File: src/rtl/mem_clear_pkg.sv
// Shared types and helpers for the memory-clear run sequencer.
// LAST_VEC is handled through a fixed-width carrier, which limits NUM_CH*AW to MCS_VEC_MAX bits.
package mem_clear_pkg;

  localparam int MCS_VEC_MAX = 1024;

  typedef enum logic [2:0] {
    IDLE,
    CLEAR,
    DRAW,
    VERIFY,
    PROCESS,
    FINISH
  } mcs_state_t;

  // Returns slice c (aw bits wide, aw <= 32) of a packed per-channel vector.
  function automatic logic [31:0] last_addr(input logic [MCS_VEC_MAX-1:0] vec,
                                            input int c, input int aw);
    return 32'(vec >> (c * aw)) & 32'((64'd1 << aw) - 64'd1);
  endfunction

endpackage

File: src/rtl/mem_clear_seq_if.sv
// Avalon-MM write-master bundle shared by all clear channels.
interface mem_clear_seq_if #(
  parameter int NUM_CH = 2,
  parameter int AW     = 12,
  parameter int DW     = 32
);
  localparam int BE_W = DW / 8;

  logic [NUM_CH-1:0]    CS;
  logic [NUM_CH-1:0]    WRITE;
  logic [NUM_CH-1:0]    READ;
  logic [NUM_CH*AW-1:0] ADDRESS;
  logic [DW-1:0]        WRITEDATA;
  logic [BE_W-1:0]      BYTE_EN;
  logic [NUM_CH-1:0]    WAIT_REQUEST;

  modport master (output CS, WRITE, READ, ADDRESS, WRITEDATA, BYTE_EN, input WAIT_REQUEST);
  modport slave  (input CS, WRITE, READ, ADDRESS, WRITEDATA, BYTE_EN, output WAIT_REQUEST);
endinterface

File: src/rtl/mem_clear_chan.sv
// One clear channel: walks addresses 0..LAST, advancing only on accepted writes.
module mem_clear_chan #(
  parameter int            AW   = 12,
  parameter logic [AW-1:0] LAST = '0
) (
  input  logic          clk,
  input  logic          rst_n,
  input  logic          active,
  input  logic          wait_req,
  output logic          cs,
  output logic          write,
  output logic [AW-1:0] addr,
  output logic          done
);

  logic [AW-1:0] cnt;
  logic          done_r;
  logic          accept;

  assign cs     = active & ~done_r;
  assign write  = cs;
  assign addr   = cs ? cnt : '0;
  assign done   = done_r;
  assign accept = write & ~wait_req;

  // Outside the sweep the channel is held cleared so the next sweep starts at address 0.
  always_ff @(posedge clk or negedge rst_n) begin
    if (!rst_n) begin
      cnt    <= '0;
      done_r <= 1'b0;
    end else if (!active) begin
      cnt    <= '0;
      done_r <= 1'b0;
    end else if (accept) begin
      if (cnt == LAST) done_r <= 1'b1;
      else             cnt    <= cnt + AW'(1);
    end
  end

endmodule

File: src/rtl/mem_clear_seq.sv
// Run sequencer: clears NUM_CH memories, then DRAW -> VERIFY -> PROCESS -> FINISH.
// Define MCS_RESTART_EN to add the restart port (re-clear from DRAW/VERIFY/PROCESS/FINISH).
module mem_clear_seq
  import mem_clear_pkg::*;
#(
  parameter int                   NUM_CH   = 2,
  parameter int                   AW       = 12,
  parameter int                   DW       = 32,
  parameter logic [NUM_CH*AW-1:0] LAST_VEC = {12'd3839, 12'd959},
  parameter logic [DW-1:0]        FILL     = '0
) (
  input  logic Clk,
  input  logic Reset_n,
`ifdef MCS_RESTART_EN
  input  logic restart,
`endif
  input  logic check,
  input  logic valid,
  input  logic done,
  output logic Run,
  output logic Clean,
  mem_clear_seq_if.master bus
);

  localparam logic [MCS_VEC_MAX-1:0] LAST_EXT = MCS_VEC_MAX'(LAST_VEC);

  mcs_state_t        state, state_nx;
  logic [NUM_CH-1:0] done_vec;
  logic              clear_active;

  assign clear_active  = (state == CLEAR);
  assign bus.READ      = '0;
  assign bus.WRITEDATA = FILL;
  assign bus.BYTE_EN   = '1;

  for (genvar c = 0; c < NUM_CH; c++) begin : g_chan
    localparam logic [AW-1:0] LAST_C = AW'(last_addr(LAST_EXT, c, AW));

    mem_clear_chan #(
      .AW   (AW),
      .LAST (LAST_C)
    ) u_chan (
      .clk      (Clk),
      .rst_n    (Reset_n),
      .active   (clear_active),
      .wait_req (bus.WAIT_REQUEST[c]),
      .cs       (bus.CS[c]),
      .write    (bus.WRITE[c]),
      .addr     (bus.ADDRESS[c*AW +: AW]),
      .done     (done_vec[c])
    );
  end

  always_ff @(posedge Clk or negedge Reset_n) begin
    if (!Reset_n) state <= IDLE;
    else          state <= state_nx;
  end

  always_comb begin
    state_nx = state;
    Run      = (state == PROCESS);
    Clean    = (state == CLEAR);
    unique case (state)
      IDLE:    state_nx = CLEAR;
      CLEAR:   if (&done_vec) state_nx = DRAW;
      DRAW:    if (check) state_nx = VERIFY;
      VERIFY:  state_nx = valid ? PROCESS : DRAW;
      PROCESS: if (done) state_nx = FINISH;
      FINISH:  state_nx = FINISH;
      default: state_nx = IDLE;
    endcase
`ifdef MCS_RESTART_EN
    // IDLE and CLEAR ignore restart so no in-flight Avalon write is abandoned.
    if (restart && (state inside {DRAW, VERIFY, PROCESS, FINISH})) state_nx = CLEAR;
`endif
  end

endmodule

File: src/flat_wrapper.sv
// flat-port wrapper written by rule: the top's interface ports become plain ports
module mem_clear_seq_flat import mem_clear_pkg::*;
#(
  parameter int                   NUM_CH   = 2,
  parameter int                   AW       = 12,
  parameter int                   DW       = 32,
  parameter logic [NUM_CH*AW-1:0] LAST_VEC = {12'd3839, 12'd959},
  parameter logic [DW-1:0]        FILL     = '0
)
  (Clk, Reset_n, check, valid, done, Run, Clean, bus_CS, bus_WRITE, bus_READ, bus_ADDRESS, bus_WRITEDATA, bus_BYTE_EN, bus_WAIT_REQUEST);
  mem_clear_seq_if #(.NUM_CH(NUM_CH), .AW(AW), .DW(DW)) bus_i ();
  input  logic Clk;
  input  logic Reset_n;
  input  logic check;
  input  logic valid;
  input  logic done;
  output logic Run;
  output logic Clean;
  output wire logic [$bits(bus_i.CS)-1:0] bus_CS;
  output wire logic [$bits(bus_i.WRITE)-1:0] bus_WRITE;
  output wire logic [$bits(bus_i.READ)-1:0] bus_READ;
  output wire logic [$bits(bus_i.ADDRESS)-1:0] bus_ADDRESS;
  output wire logic [$bits(bus_i.WRITEDATA)-1:0] bus_WRITEDATA;
  output wire logic [$bits(bus_i.BYTE_EN)-1:0] bus_BYTE_EN;
  input wire logic [$bits(bus_i.WAIT_REQUEST)-1:0] bus_WAIT_REQUEST;
  assign bus_CS = bus_i.CS;
  assign bus_WRITE = bus_i.WRITE;
  assign bus_READ = bus_i.READ;
  assign bus_ADDRESS = bus_i.ADDRESS;
  assign bus_WRITEDATA = bus_i.WRITEDATA;
  assign bus_BYTE_EN = bus_i.BYTE_EN;
  assign bus_i.WAIT_REQUEST = bus_WAIT_REQUEST;
  mem_clear_seq #(.NUM_CH(NUM_CH), .AW(AW), .DW(DW), .LAST_VEC(LAST_VEC), .FILL(FILL)) u_core (.Clk(Clk), .Reset_n(Reset_n), .check(check), .valid(valid), .done(done), .Run(Run), .Clean(Clean), .bus(bus_i));
endmodule
File: config.mk
export PLATFORM = sky130hd
export DESIGN_NAME = mem_clear_seq_flat
export DESIGN_NICKNAME = d
export VERILOG_FILES = /design/src/rtl/mem_clear_pkg.sv /design/src/rtl/mem_clear_seq_if.sv /design/src/rtl/mem_clear_chan.sv /design/src/rtl/mem_clear_seq.sv /design/src/flat_wrapper.sv
export SDC_FILE = /design/constraint.sdc
export NUM_CORES = 1
export LEC_CHECK = 0
export CORE_ASPECT_RATIO = 0.75
export CORE_MARGIN = 2
export CORE_UTILIZATION = 40
export CTS_BUF_LIST = sky130_fd_sc_hd__clkbuf_8
export DETAILED_ROUTE_END_ITERATION = 12
export PLACE_DENSITY = 0.73
export SETUP_SLACK_MARGIN = 0.2
export SYNTH_ARGS = -nofsm -noshare
export SYNTH_HDL_FRONTEND = slang
export SYNTH_HIERARCHICAL = 1
export SYNTH_SLANG_ARGS = --single-unit
export TNS_END_PERCENT = 5
File: constraint.sdc
create_clock -name Clk -period 2.6 [get_ports Clk]
set_input_delay 0.52 -clock Clk [delete_from_list [all_inputs] [get_ports Clk]]
set_output_delay 0.52 -clock Clk [all_outputs]
set_load 0.1 [all_outputs]
## Word-level counts from Yosys, hierarchy flattened

Index checks and enable logic that the tools add are counted.

| cells by class | value |
|---|---|
| add/sub/neg operators | 2 |
| shift-type cells | 0 |
| $mul | 0 |
| divide/modulo/power cells | 0 |
| muxes and demuxes | 19 |
| reductions and logical operators | 7 |
| order comparisons | 0 |
| bitwise logic cells | 8 |
| equality and inequality tests | 16 |

Operator list:

| operator | number |
|---|---|
| 12-bit two-way mux | 8 |
| 12-bit by 1-bit adder with 12-bit output (second input constant) | 2 |
| 3-bit one-hot mux with 6 select lines | 1 |
| 12-bit by 10-bit == test with 1-bit output (second input constant) | 1 |
| 12-bit == test (second input constant) | 1 |
| 3-bit two-way mux | 4 |
| 2-bit inequality test (second input constant) | 6 |
| 2-bit AND reduction | 5 |
| 3-bit by 2-bit == test with 1-bit output (second input constant) | 2 |
| 3-bit == test (second input constant) | 2 |
| 1-bit two-way mux | 6 |
| 2-bit by 1-bit inequality test with 1-bit output (second input constant) | 3 |
| 1-bit AND | 4 |
| 1-bit inverter | 4 |
| 3-bit by 1-bit == test with 1-bit output (second input constant) | 1 |
| 3-bit zero test | 1 |
| 3-bit AND reduction | 1 |

| word-level totals | value |
|---|---|
| latch bits | 0 |
| RAM bits | 0 |
| word-level logic and storage cells | 57 |
| output and inout port bits | 68 |
| input port bits | 7 |
| memories | 0 |
| register bits after elaboration | 29 |
| memory bits (read-only) | 0 |

## Depth between registers and ports, before layout

| depth | value |
|---|---|
| word-level depth | 5 |
| depth in mapped cells | 6 |
| gate-level depth less buffers | 5 |

## Modules after synthesis

Netlist, hierarchy kept.

By module, submodules not included:

| module | area each (um^2) | seq. area each (um^2) | times used | cells an instance |
|---|---|---|---|---|
| mem_clear_chan (u_core.g_chan[1].u_chan) | 839.6 | 325.3 | 1 | 86 |
| mem_clear_chan (u_core.g_chan[0].u_chan) | 797.0 | 325.3 | 1 | 87 |
| mem_clear_seq | 451.7 | 75.1 | 1 | 57 |

## Worst setup path before layout

No wires, ideal clock.

| timing path | value |
|---|---|
| path kind | register to output |
| start point | register u_core.state[0] |
| end point | output port bus_ADDRESS[14] |
| buffers on the path | 2 |
| cell stages (with the launch flop) | 6 |
| path slack | -3.180 ns |
| data required time | 2.080 ns |
| arrival | 5.260 ns |
| path through | dfrtp_1 -> nor3b_1 -> clkbuf_1 -> nor2b_1 -> clkbuf_1 -> and2_1 |

| between the ends | value |
|---|---|
| word-level cells in the longest chain between the ends | 3 |

RTL lines:

| item | line | text |
|---|---|---|
| from (decl) | mem_clear_seq.sv:27 | `mcs_state_t state, state_nx;` |
| from (signal assigned) | mem_clear_seq.sv:56 | `else state <= state_nx;` |
| 3-bit by 1-bit == test with 1-bit output | -- |  |
| via Clean | flat_wrapper.sv:18 | `output logic Clean;` |
| 1-bit AND | mem_clear_chan.sv:20 | `assign cs = active & ~done_r;` |
| via bus_CS[1] | flat_wrapper.sv:19 | `output wire logic [$bits(bus_i.CS)-1:0] bus_CS;` |
| 12-bit two-way mux | mem_clear_chan.sv:22 | `assign addr = cs ? cnt : '0;` |
| to (decl) | flat_wrapper.sv:22 | `output wire logic [$bits(bus_i.ADDRESS)-1:0] bus_ADDRESS;` |

The timed path passes the listed nets, and every way through them passes these cells.

## Worst setup path in the final report

| timing path | value |
|---|---|
| start point | register u_core.state[1] |
| end point | output port bus_ADDRESS[12] |

| between the ends | value |
|---|---|
| word-level cells in the longest chain between the ends | 3 |

RTL lines:

| item | line | text |
|---|---|---|
| 3-bit by 1-bit == test with 1-bit output | mem_clear_seq.sv:31 | `assign clear_active = (state == CLEAR);` |
| 1-bit AND | mem_clear_chan.sv:20 |  |
| 12-bit two-way mux | mem_clear_chan.sv:22 |  |

No other way between the ends.

==> impl_metrics.ini <==
[setup_path]
critPathTopFamily = simple AND/OR/NAND/NOR gates
critical_path.cell_chain = nor3b_4, buf_4, nor2b_4, buf_12, and2_2, buf_12
crit_required_ns = 2.08
start_kind = flip-flop
cp.arrival_ns = 1.77
cp_max_fo = 14
crit_buf_inv = 3
slowest_delay_ns = 0.47
cp_common_cell = buf_12
crit_slowest_cell = dfrtp_2
cp-end-kind = primary output
path_class = flip-flop to primary output

[flow_run]
maxCapViolCount = 0

[synthesis]
synth_cells = 230
synth_ff_type = dfrtp_1
yosysSeqAreaShare_pct = 34.75
synth_cell_type_count = 46
netlist_area_mm2 = 0.002088
syn_area_per_cell_um2 = 9.079
yosys-top-cells-area = dfrtp_1, buf_4, and2_1
yosysWarningCount = 6
synth_area_leader_cell = dfrtp_1
ys_seq_elements = 29
synthArstFlopShare_pct = 100.0
synth_edf_count = 0
synth_top_area_share_pct = 34.75

[placement]
post-dp-hpwl_um = 3103
port_buffers = 36
gp_congestion = 0.8185
placed_cells = 320
placed_cell_area_mm2 = 0.002705

[route]
vias_per_cell = 5.000
wl_um = 4239
dr_total_vias = 1680
dr.first_iter.drc_count = 73
ant_nets = 0
wl_per_cell_um = 12.62
dr.pass1.iters = 4
drc = 0

[clocking]
cts_tree = done
cts_inserted_buffers = 5
clk_path_buf_depth = 2
clockRootBuffer = clkbuf_8
hold_buffers = 0
cts.sinks = 29
clk_pin_slew_ns = 0.06
cts_htree_levels = 2
worst_skew_pair.late_latency_ns = 0.28

[global_route]
grt_pass1_wl_um = 7031
grt_max_degree = 30
grt-ovfl-total = 0
track_usage_pct = 15.63
antenna_found_initial = 0
grt_pass1_vias = 1473

[cells_and_area]
design_area_mm2 = 0.002885
area_delta_synth_final_pct = 38.17
instances_no_fill = 336
drive_above_1_share_pct = 31.16
nNetsFinal = 284
n_antenna_cell = 0
fill_cells = 424

[pwr]
leakagePower_nw = 1.324
powerDensity_mw_per_mm2 = 827.4
ir_drop_mv = 0.3089

[sta]
rsz0062_at_grt = no
finalClockSkew_ns = 0.001825
tightest_slew_ns = 0.5982
period_minus_slack_ns = 2.286
max_freq_mhz = 437.4
slew_viol_final = 0
min_period_over_period_pct = 87.94
slew_headroom_pct = 60.12
hold_violations = 0
final-setup-viol-count = 0

[floorplanning]
die_width_um = 87.43
initial_core_util_pct = 42.15
core_mm2 = 0.004955
rows = 22
design.die.area_mm2 = 0.005821
die_h_um = 66.58
io_pins = 75

[min_path]
hold_class = flip-flop to flip-flop

[status]
status = completed
==> cells in the final DEF, fill, tap and decap left out, types with 4 or more instances in the layout <==
master and instances:
conb_1 38, and2_1 5, buf_12 30, and2_4 13, nor4_1 4, clkbuf_8 7, nand2_1 17, clkdlybuf4s50_1 6
mux2i_1 8, o31ai_1 5, nand3_1 9, nor2_1 9, buf_4 12, dfrtp_1 26, and2_2 8, nand2b_1 4
inv_1 6
==> state kept, by name, indices dropped and copies added, names as in the netlist <==
register,flops
u_core/g_chan.u_chan/cnt,24
u_core/state,3
u_core/g_chan.u_chan/done,2
==> synth_stat cells, types with 4 or more instances <==
cell,count
and2_1,25
buf_4,41
clkbuf_1,4
dfrtp_1,29
inv_1,6
mux2i_1,8
nand2_1,17
nand2b_1,4
nand3_1,9
nor2_1,9
nor3b_1,4
nor4_1,4
o31ai_1,5
==> report_power, final <==
group,internal (W),switching [W],total [W]
registers,0.000503,0.0000796,0.000583
clock network,0.000239,0.000170,0.000409
logic,0.000454,0.000941,0.00140
==> area by class of cell <==
class	instances	area [µm²]	area share, %
Clock buffer	7	96.34	3.339
Inverter	6	22.52	0.7806
Multi-Input combinational cell	184	1195	41.41
Timing Repair Buffer	49	762.0	26.41
Tap cell	60	75.07	2.602
Clock inverter	1	5.005	0.1735
Sequential cell	29	729.5	25.28
==> metrics by stage <==
stage | hold WS (ns) | worst slack, ns | utilization [%] | setup TNS, ns | total power, W
2_1_floorplan | 0.2244 | -0.5287 | - | -10.11 | 0.001622
3_3_place_gp | 0.5143 | 0.3362 | 54.60 | 0 | 0.001906
3_5_place_dp | 0.5310 | 0.3149 | 54.60 | 0 | 0.001922
4_1_cts | 0.5395 | 0.2697 | 57.80 | 0 | 0.002385
5_1_grt | 0.5733 | 0.2224 | 58.23 | 0 | 0.002499
6_report | 0.5381 | 0.3135 | 58.23 | 0 | 0.002387
==> worst paths after layout <==
| path | to | startpoint | cells past startpoint | slack, ns |
|---|---|---|---|---|
| setup / recovery | bus_ADDRESS[12] | u_core/state[1]$_DFFE_PN0P_ | 6 | 0.31 |
| hold reg to reg | u_core/g_chan[0].u_chan/cnt[2]$_DFFE_PN0P_ | u_core/g_chan[0].u_chan/cnt[2]$_DFFE_PN0P_ | 1 | 0.54 |
| min in group asynchronous | u_core/g_chan[1].u_chan/cnt[11]$_DFFE_PN0P_ | Reset_n | 2 | 0.62 |
| setup reg to reg | u_core/g_chan[0].u_chan/cnt[6]$_DFFE_PN0P_ | u_core/state[1]$_DFFE_PN0P_ | 6 | 0.41 |
| max in group asynchronous | u_core/state[1]$_DFFE_PN0P_ | Reset_n | 2 | 1.69 |
| hold / removal | u_core/g_chan[0].u_chan/cnt[2]$_DFFE_PN0P_ | u_core/g_chan[0].u_chan/cnt[2]$_DFFE_PN0P_ | 1 | 0.54 |
==> repair_timing <==
item,4_1_cts,5_1_grt
setup endpoints to repair,24,15
setup buffers,6,2
gates resized for setup,0,3
==> per-layer routing <==
layer | wire length (µm) | up-vias | global-route usage (%)
met1 | 1874 | 797 | 20.00
met4 | 49 | 0 | 5.192
met3 | 239 | 6 | 4.461
met5 | 0 | - | 0
met2 | 2076 | 65 | 25.38
li1 | - | 812 | -
==> logic make-up after synthesis <==
| family | share of synthesized area (%) |
|---|---|
| other | 0.3596 |
| AOI/OAI and AO/OA | 9.226 |
| and+or+nand+nor | 30.50 |
| muxes | 3.835 |
| DFF | 34.75 |
| adders and majority gates | 1.198 |
| buffers and inverters | 17.62 |
| xor gates and xnor gates | 2.517 |
No activity file was read; power rests on OpenSTA's default activity.
